**src/rtl/multu_hilo.sv**
```systemverilog
// Unsigned shift-add multiplier on the ALU control bus; MULTU loads then steps once per edge, HiLo-write commits to Hi/Lo.
// Latency: load edge + WIDTH step edges, commit on next HILO_WR edge; no backpressure, any off-sequence code aborts to IDLE.
module multu_hilo #(
    parameter int         WIDTH        = 32,
    parameter logic [5:0] MULTU_CODE   = 6'b011001,
    parameter logic [5:0] MFHI_CODE    = 6'b010000,
    parameter logic [5:0] MFLO_CODE    = 6'b010010,
    parameter logic [5:0] HILO_WR_CODE = 6'b111111
) (
    input  logic             clk,
    input  logic             reset,
    input  logic [WIDTH-1:0] dataA,
    input  logic [WIDTH-1:0] dataB,
    input  logic [5:0]       Signal,
    output logic [WIDTH-1:0] dataOut,
    output logic             busy,
    output logic             done
);

    localparam int            CW    = $clog2(WIDTH + 1);
    localparam logic [CW-1:0] STEPS = CW'(WIDTH);

    typedef enum logic [1:0] {
        ST_IDLE    = 2'd0,
        ST_RUN     = 2'd1,
        ST_WAIT_WR = 2'd2
    } state_t;

    state_t               r_state;
    state_t               w_nxt_state;
    logic [WIDTH-1:0]     r_mcand;
    logic [2*WIDTH-1:0]   r_prod;
    logic [CW-1:0]        r_cnt;
    logic [WIDTH-1:0]     r_hi;
    logic [WIDTH-1:0]     r_lo;
    logic                 r_done;

    logic                 w_load;
    logic                 w_step;
    logic                 w_commit;
    logic [CW-1:0]        w_cnt_inc;
    logic [WIDTH:0]       w_addend;
    logic [WIDTH:0]       w_sum;

    assign w_cnt_inc = r_cnt + 1'b1;
    assign w_addend  = r_prod[0] ? {1'b0, r_mcand} : '0;
    // Upper half plus conditional multiplicand; the carry bit is kept by the shift below.
    assign w_sum     = {1'b0, r_prod[2*WIDTH-1:WIDTH]} + w_addend;

    always_comb begin
        w_nxt_state = r_state;
        w_load      = 1'b0;
        w_step      = 1'b0;
        w_commit    = 1'b0;
        case (r_state)
            ST_IDLE: begin
                if (Signal == MULTU_CODE) begin
                    w_load      = 1'b1;
                    w_nxt_state = ST_RUN;
                end
            end
            ST_RUN: begin
                if (Signal == MULTU_CODE) begin
                    w_step = 1'b1;
                    if (w_cnt_inc == STEPS) begin
                        w_nxt_state = ST_WAIT_WR;
                    end
                end else begin
                    w_nxt_state = ST_IDLE;
                end
            end
            ST_WAIT_WR: begin
                if (Signal == HILO_WR_CODE) begin
                    w_commit    = 1'b1;
                    w_nxt_state = ST_IDLE;
                end else if (Signal != MULTU_CODE) begin
                    w_nxt_state = ST_IDLE;
                end
            end
            default: begin
                w_nxt_state = ST_IDLE;
            end
        endcase
    end

    always_ff @(posedge clk or posedge reset) begin
        if (reset) begin
            r_state <= ST_IDLE;
        end else begin
            r_state <= w_nxt_state;
        end
    end

    always_ff @(posedge clk or posedge reset) begin
        if (reset) begin
            r_mcand <= '0;
            r_prod  <= '0;
            r_cnt   <= '0;
        end else if (w_load) begin
            r_mcand <= dataA;
            r_prod  <= {{WIDTH{1'b0}}, dataB};
            r_cnt   <= '0;
        end else if (w_step) begin
            r_prod  <= {w_sum, r_prod[WIDTH-1:1]};
            r_cnt   <= w_cnt_inc;
        end
    end

    always_ff @(posedge clk or posedge reset) begin
        if (reset) begin
            r_hi   <= '0;
            r_lo   <= '0;
            r_done <= 1'b0;
        end else begin
            r_done <= w_commit;
            if (w_commit) begin
                r_hi <= r_prod[2*WIDTH-1:WIDTH];
                r_lo <= r_prod[WIDTH-1:0];
            end
        end
    end

    // Only committed Hi/Lo are visible; partial products never reach the datapath.
    always_comb begin
        dataOut = '0;
        if (Signal == MFHI_CODE) begin
            dataOut = r_hi;
        end else if (Signal == MFLO_CODE) begin
            dataOut = r_lo;
        end
    end

    assign busy = (r_state == ST_RUN) || (r_state == ST_WAIT_WR);
    assign done = r_done;

endmodule
```
**config.mk**
```make
export PLATFORM = sky130hd
export DESIGN_NAME = multu_hilo
export DESIGN_NICKNAME = d
export VERILOG_FILES = /design/src/rtl/multu_hilo.sv
export SDC_FILE = /design/constraint.sdc
export NUM_CORES = 1
export LEC_CHECK = 0
export CORE_ASPECT_RATIO = 1.4
export CORE_MARGIN = 2
export CORE_UTILIZATION = 51
export CTS_CLUSTER_DIAMETER = 30
export DETAILED_ROUTE_END_ITERATION = 8
export GPL_TIMING_DRIVEN = 0
export MAX_ROUTING_LAYER = met4
export PLACE_DENSITY_LB_ADDON = 0.3
export SYNTH_ARGS = -nofsm -noshare
export SYNTH_HDL_FRONTEND = slang
export SYNTH_SLANG_ARGS = --single-unit
```
**constraint.sdc**
```tcl
create_clock -name clk -period 8.4 [get_ports clk]
set_input_delay 1.68 -clock clk [delete_from_list [all_inputs] [get_ports clk]]
set_output_delay 1.68 -clock clk [all_outputs]
set_load 0.02 [all_outputs]
```
==> Word level (Yosys, flattened, before mapping) <==
Index checks and enable logic that the tools add are counted.
{ "word_totals": {"wordCells": 42, "out_inout_bits": 34, "register_bits": 169, "in_bits": 72} }
{ "classes": {"n_reduce_logical": 4, "add_sub_neg": 2, "n_eq_ne": 11, "mux": 18} }
{ "ops": {"columns": ["cell", "count"], "rows": [
  ["64-bit two-way mux", 2],
  ["32-bit two-way mux", 3],
  ["32-bit by 32-bit adder with 33-bit output", 1],
  ["6-bit by 5-bit equality test with 1-bit output, second input constant", 3],
  ["6-bit equality test, second input constant", 2],
  ["6-bit two-way mux", 2],
  ["2-bit two-way mux", 5],
  ["6-bit by 1-bit adder with 6-bit output, second input constant", 1],
  ["3-bit != test, second input constant", 2],
  ["6-bit by 5-bit != test with 1-bit output, second input constant", 1],
  ["2-bit case mux with 3 select lines", 1],
  ["1-bit two-way mux", 5],
  ["3-bit AND reduction", 1],
  ["2-bit by 1-bit equality test with 1-bit output, second input constant", 1],
  ["2-bit equality test, second input constant", 1],
  ["2-bit logical NOT", 1],
  ["2-bit != test, second input constant", 1],
  ["2-bit nonzero test", 1],
  ["1-bit logical OR", 1]
]} }

==> Longest topological paths before layout <==
{ "depth": {"word_depth": 5, "depth_mapped": 11, "depth_no_buf": 10} }

==> Worst setup path after synthesis <==
Ideal clock, no wire load.
{ "synth_timing": {"path_kind": "input to output", "start": "in Signal[1]", "end": "out dataOut[10]", "required_time_ns": 6.720, "t_arrival_ns": 2.839, "setup_slack_ns": 3.881, "n_path_buf": 2, "cell_stages": 4, "path_cell_list": "clkbuf_1 -> buf_1 -> mux2i_1 -> nor2_1"} }
{ "synth_via": {"elab_chain_len": 3, "word_cells_on_any_way": 4, "cone_classes": "2 x eq/ne; 2 x mux"} }
{ "synth_lines": {"columns": ["item", "line", "text"], "rows": [
  ["start: declaration", "14", "input logic [5:0] Signal,"],
  ["6-bit by 5-bit equality test with 1-bit output", "128", "end else if (Signal == MFLO_CODE) begin"],
  ["32-bit two-way mux", "128", null],
  ["32-bit two-way mux *", "126", "if (Signal == MFHI_CODE) begin"],
  ["end: declaration", "15", "output logic [WIDTH-1:0] dataOut,"]
]} }
Every way passes the cells marked *; elsewhere a longest branch is shown, timed or not.

==> Final worst setup path <==
{ "layout_timing": {"start": "in Signal[2]", "end": "out dataOut[9]"} }
Same word-level chain as after synthesis.

==> impl_metrics.py <==
metrics = {
    "setup_path": {
        "cp.arrival_ns": 3.75,
        "path_max_fanout": 10,
        "r2r_end": "r_prod[63]$_DFFE_PP0P_",
        "crit_type": "primary input to output port",
        "r2r_setup_slack_ns": 5.01,
        "path_cells": "clkdlybuf4s50_1 -> nor2_1 -> nand3_1 -> clkbuf_1 -> nor2_1 -> clkdlybuf4s50_1",
        "cp_slowest_cell": "clkdlybuf4s50_1",
        "worst_r2r_path_depth": 11,
        "crit_path_start_kind": "primary input",
        "max_stage_delay_ns": 0.63,
        "worstPathRequired_ns": 6.72,
        "r2r-start": "r_prod[0]$_DFFE_PP0P_",
        "end_kind": "output port",
    },
    "status": {
        "status": "complete, no violations",
    },
    "routing": {
        "drt_pass1_iterations": 5,
        "wl_per_cell_um": 17.60,
        "num_vias": 7241,
        "vias_per_cell": 5.793,
        "drc": 0,
        "totalWireLength_um": 22010,
        "drtAntennaViolNets": 0,
        "drtIter0Drc": 491,
    },
    "clock_tree": {
        "cts_buffer_depth": 2,
        "clockRootBuffer": "clkbuf_16",
        "clk_pin_slew_ns": 0.06,
        "cts_made_buffers": 17,
        "htreeDepth": 4,
        "holdBufCountCts": 0,
        "insertion_delay_ns": 0.43,
        "cts_resized": 0,
        "cts_setup_buffers": 0,
        "clock_sinks": 169,
        "cts_tree": "yes",
    },
    "sta": {
        "setup_viol": 0,
        "fmax_mhz": 184.1,
        "tightestPinTransition_ns": 0.6954,
        "post-route-min-period_ns": 5.433,
        "slew_viol_final": 0,
        "relSlewSlack_pct": 53.22,
        "fin_crit_sh_pct": 64.67,
        "fin_tns_setup_ns": 0,
        "holdWs_ns": 0.4967,
        "rsz0062_at_grt": "false",
        "finalHoldViolCount": 0,
        "skew_ns": 0.005943,
    },
    "die": {
        "die_area_mm2": 0.01904,
        "die_y_um": 162.5,
        "start_util_pct": 52.35,
        "rows": 57,
        "core_area_mm2": 0.01747,
        "io_pins": 106,
        "die_w_um": 117.2,
    },
    "yosys": {
        "yosysTopAreaCell": "dfrtp_1",
        "syn_avg_cell_area_um2": 10.43,
        "ys_warn_count": 0,
        "synth_top_area_share_pct": 46.23,
        "synthTopCellsByArea": "dfrtp_1, mux2_2, ha_1",
        "async_reset_ff_share_pct": 100.0,
        "synthFlopType": "dfrtp_1",
        "ys_ff_latch": 169,
        "synthesis.nets": 986,
        "synth-edff-count": 0,
        "syn-cell-area_mm2": 0.009148,
        "synth.distinct_cells": 60,
        "syn-instance-count": 877,
        "yosysSeqAreaShare_pct": 46.23,
    },
    "grt": {
        "grt_max_degree": 125,
        "grt_overflow": 0,
        "grt_pass1_vias": 7280,
        "antenna_found_initial": 0,
        "grt_use_total_pct": 24.98,
        "grt_pass1_wl_um": 36260,
    },
    "pwr": {
        "pwr_density_cell_mw_per_mm2": 184.7,
        "ir_drop_v": 0.0001338,
        "p_leak_uw": 0.005110,
        "switching_share_pct": 24.61,
        "switchingPower_uw": 508.4,
        "intPower_uw": 1557,
        "p_clk_share_pct": 42.3,
        "pwr-share-comb_pct": 12.9,
        "power.share.sequential_pct": 44.8,
    },
    "hold_path": {
        "hold_start": "r_mcand[7]$_DFFE_PP0P_",
        "hold_depth": 1,
        "min_to": "r_mcand[7]$_DFFE_PP0P_",
        "min_path_type": "flop to flop",
    },
    "final_layout": {
        "n_antenna_cell": 0,
        "final_nets": 1110,
        "fillers": 1400,
        "final_layout_size_suffix_gt1_share_pct": 14.69,
        "syn_to_final_growth_pct": 22.24,
        "seqCellArea_mm2": 0.004229,
        "multi_input_comb_area_mm2": 0.004647,
    },
    "placed_design": {
        "globalplace.congestion": 1.006,
        "portBuffers": 104,
        "dp_hpwl_um": 16400,
    },
    "job": {
        "drv_cap": 0,
    },
}
-- area by class of cell --
type                    count  area share (%)
flip-flops and latches    169           37.82
inverters                  12          0.4700
plain buffers              55           2.025
clock inverters            10           1.690
well taps                 236           2.641
clock buffers              22           4.241
repair buffers            105           9.556
multi-input cells         641           41.56
-- worst max-delay path by stage --
| stage | slack (ns) | endpoint | startpoint | cells after the start |
|---|---|---|---|---|
| finish | 2.97 | dataOut[9] | Signal[2] | 6 |
| global route | 2.87 | dataOut[9] | Signal[5] | 6 |
| CTS | 2.96 | dataOut[9] | Signal[5] | 6 |
| detailed placement | 2.96 | dataOut[9] | Signal[5] | 6 |
| global placement | -0.04 | r_prod[55]$_DFFE_PP0P_ | reset | 2 |
| floorplan | 2.14 | done$_DFF_PP0_ | reset | 1 |
-- stage by stage --
step / utilization [%] / worst slack (ns) / cell area (um^2) / std cells / power, uW
2_1_floorplan: - / 2.145 / 9148 / 877 / 1103
5_1_grt: 64.00 / 2.867 / 11180 / 1250 / 2150
6_report: 64.00 / 2.967 / 11180 / 1250 / 2066
3_3_place_gp: 60.00 / -0.03719 / 10480 / 1217 / 1192
3_5_place_dp: 60.20 / 2.962 / 10520 / 1218 / 1204
4_1_cts: 64.00 / 2.956 / 11180 / 1250 / 2079
-- metal layers --
layer	share of wire [%]	GRT usage (%)
met3	4.2	3.387
met2	51	41.54
met1	42	31.14
met4	2.4	8.717
met5	0	-
-- critical path: cells and delay by family --
family	cells	cell delay, ns
buffers and inverters	3	1.44
and+or+nand+nor	3	0.63
-- layout by cell type, fill, tap and decap left out, types with 12 or more instances in the layout --
cell             instances
dfrtp_1                169
clkdlybuf4s50_1        104
mux2_2                  96
nand2_1                 82
o21ai_0                 64
nor2_1                  52
clkbuf_1                40
and2_1                  36
ha_1                    36
mux2i_1                 35
a22oi_1                 33
a21oi_1                 29
nand4_1                 18
clkbuf_16               17
o21ai_1                 13
nand3_1                 12
-- cell usage after synthesis (2+ instances only) --
| library cell | number |
|---|---|
| a21oi_1 | 29 |
| a31oi_1 | 9 |
| nand2b_1 | 2 |
| nor2_1 | 52 |
| dfrtp_1 | 169 |
| buf_1 | 6 |
| a211oi_1 | 5 |
| a32o_1 | 4 |
| or3_1 | 3 |
| a211oi_2 | 2 |
| nor4_1 | 4 |
| or4_1 | 2 |
| o21bai_1 | 7 |
| mux2_2 | 96 |
| nand2_1 | 82 |
| clkbuf_1 | 38 |
| a21boi_1 | 3 |
| o21ai_0 | 64 |
| o21ai_1 | 13 |
| and3_1 | 4 |
| a21o_1 | 10 |
| and2_1 | 36 |
| xor2_1 | 11 |
| xnor2_1 | 10 |
| a41o_1 | 2 |
| or2_2 | 2 |
| ha_1 | 36 |
| buf_2 | 10 |
| inv_1 | 12 |
| o31ai_1 | 9 |
| nand3_1 | 12 |
| mux2i_1 | 35 |
| a22oi_1 | 33 |
| nand4_1 | 18 |
| o221ai_1 | 3 |
| a22o_1 | 4 |
| nor3_1 | 10 |
| o21a_1 | 5 |
| o211ai_1 | 3 |
| a211o_1 | 2 |
-- flip-flops by register name (all words and copies together) (netlist names) --
register  cells
done          1
r_lo         32
r_mcand      32
r_prod       64
r_cnt         6
r_state       2
r_hi         32
-- power groups by stage --
stage	Sequential [uW]	Combinational, uW	Clock (uW)
after global placement	937	255	0
final	925	266	875
after global routing	933	299	917
after CTS	925	268	886
after floorplan	922	181	0
after detailed placement	939	266	0
-- cells by family (layout without fill, tap and decap cells) --
logic type	count (synthesis)	after routing	share of synthesized area, %
adders and majority gates	37	37	5.143
AOI/OAI and AO/OA	221	221	16.04
xor gates and xnor gates	21	21	2.011
DFF	169	169	46.23
buffers and inverters	67	204	2.968
muxes	131	131	15.65
and+or+nand+nor	231	231	11.95
(Power assumes the default switching activity.)
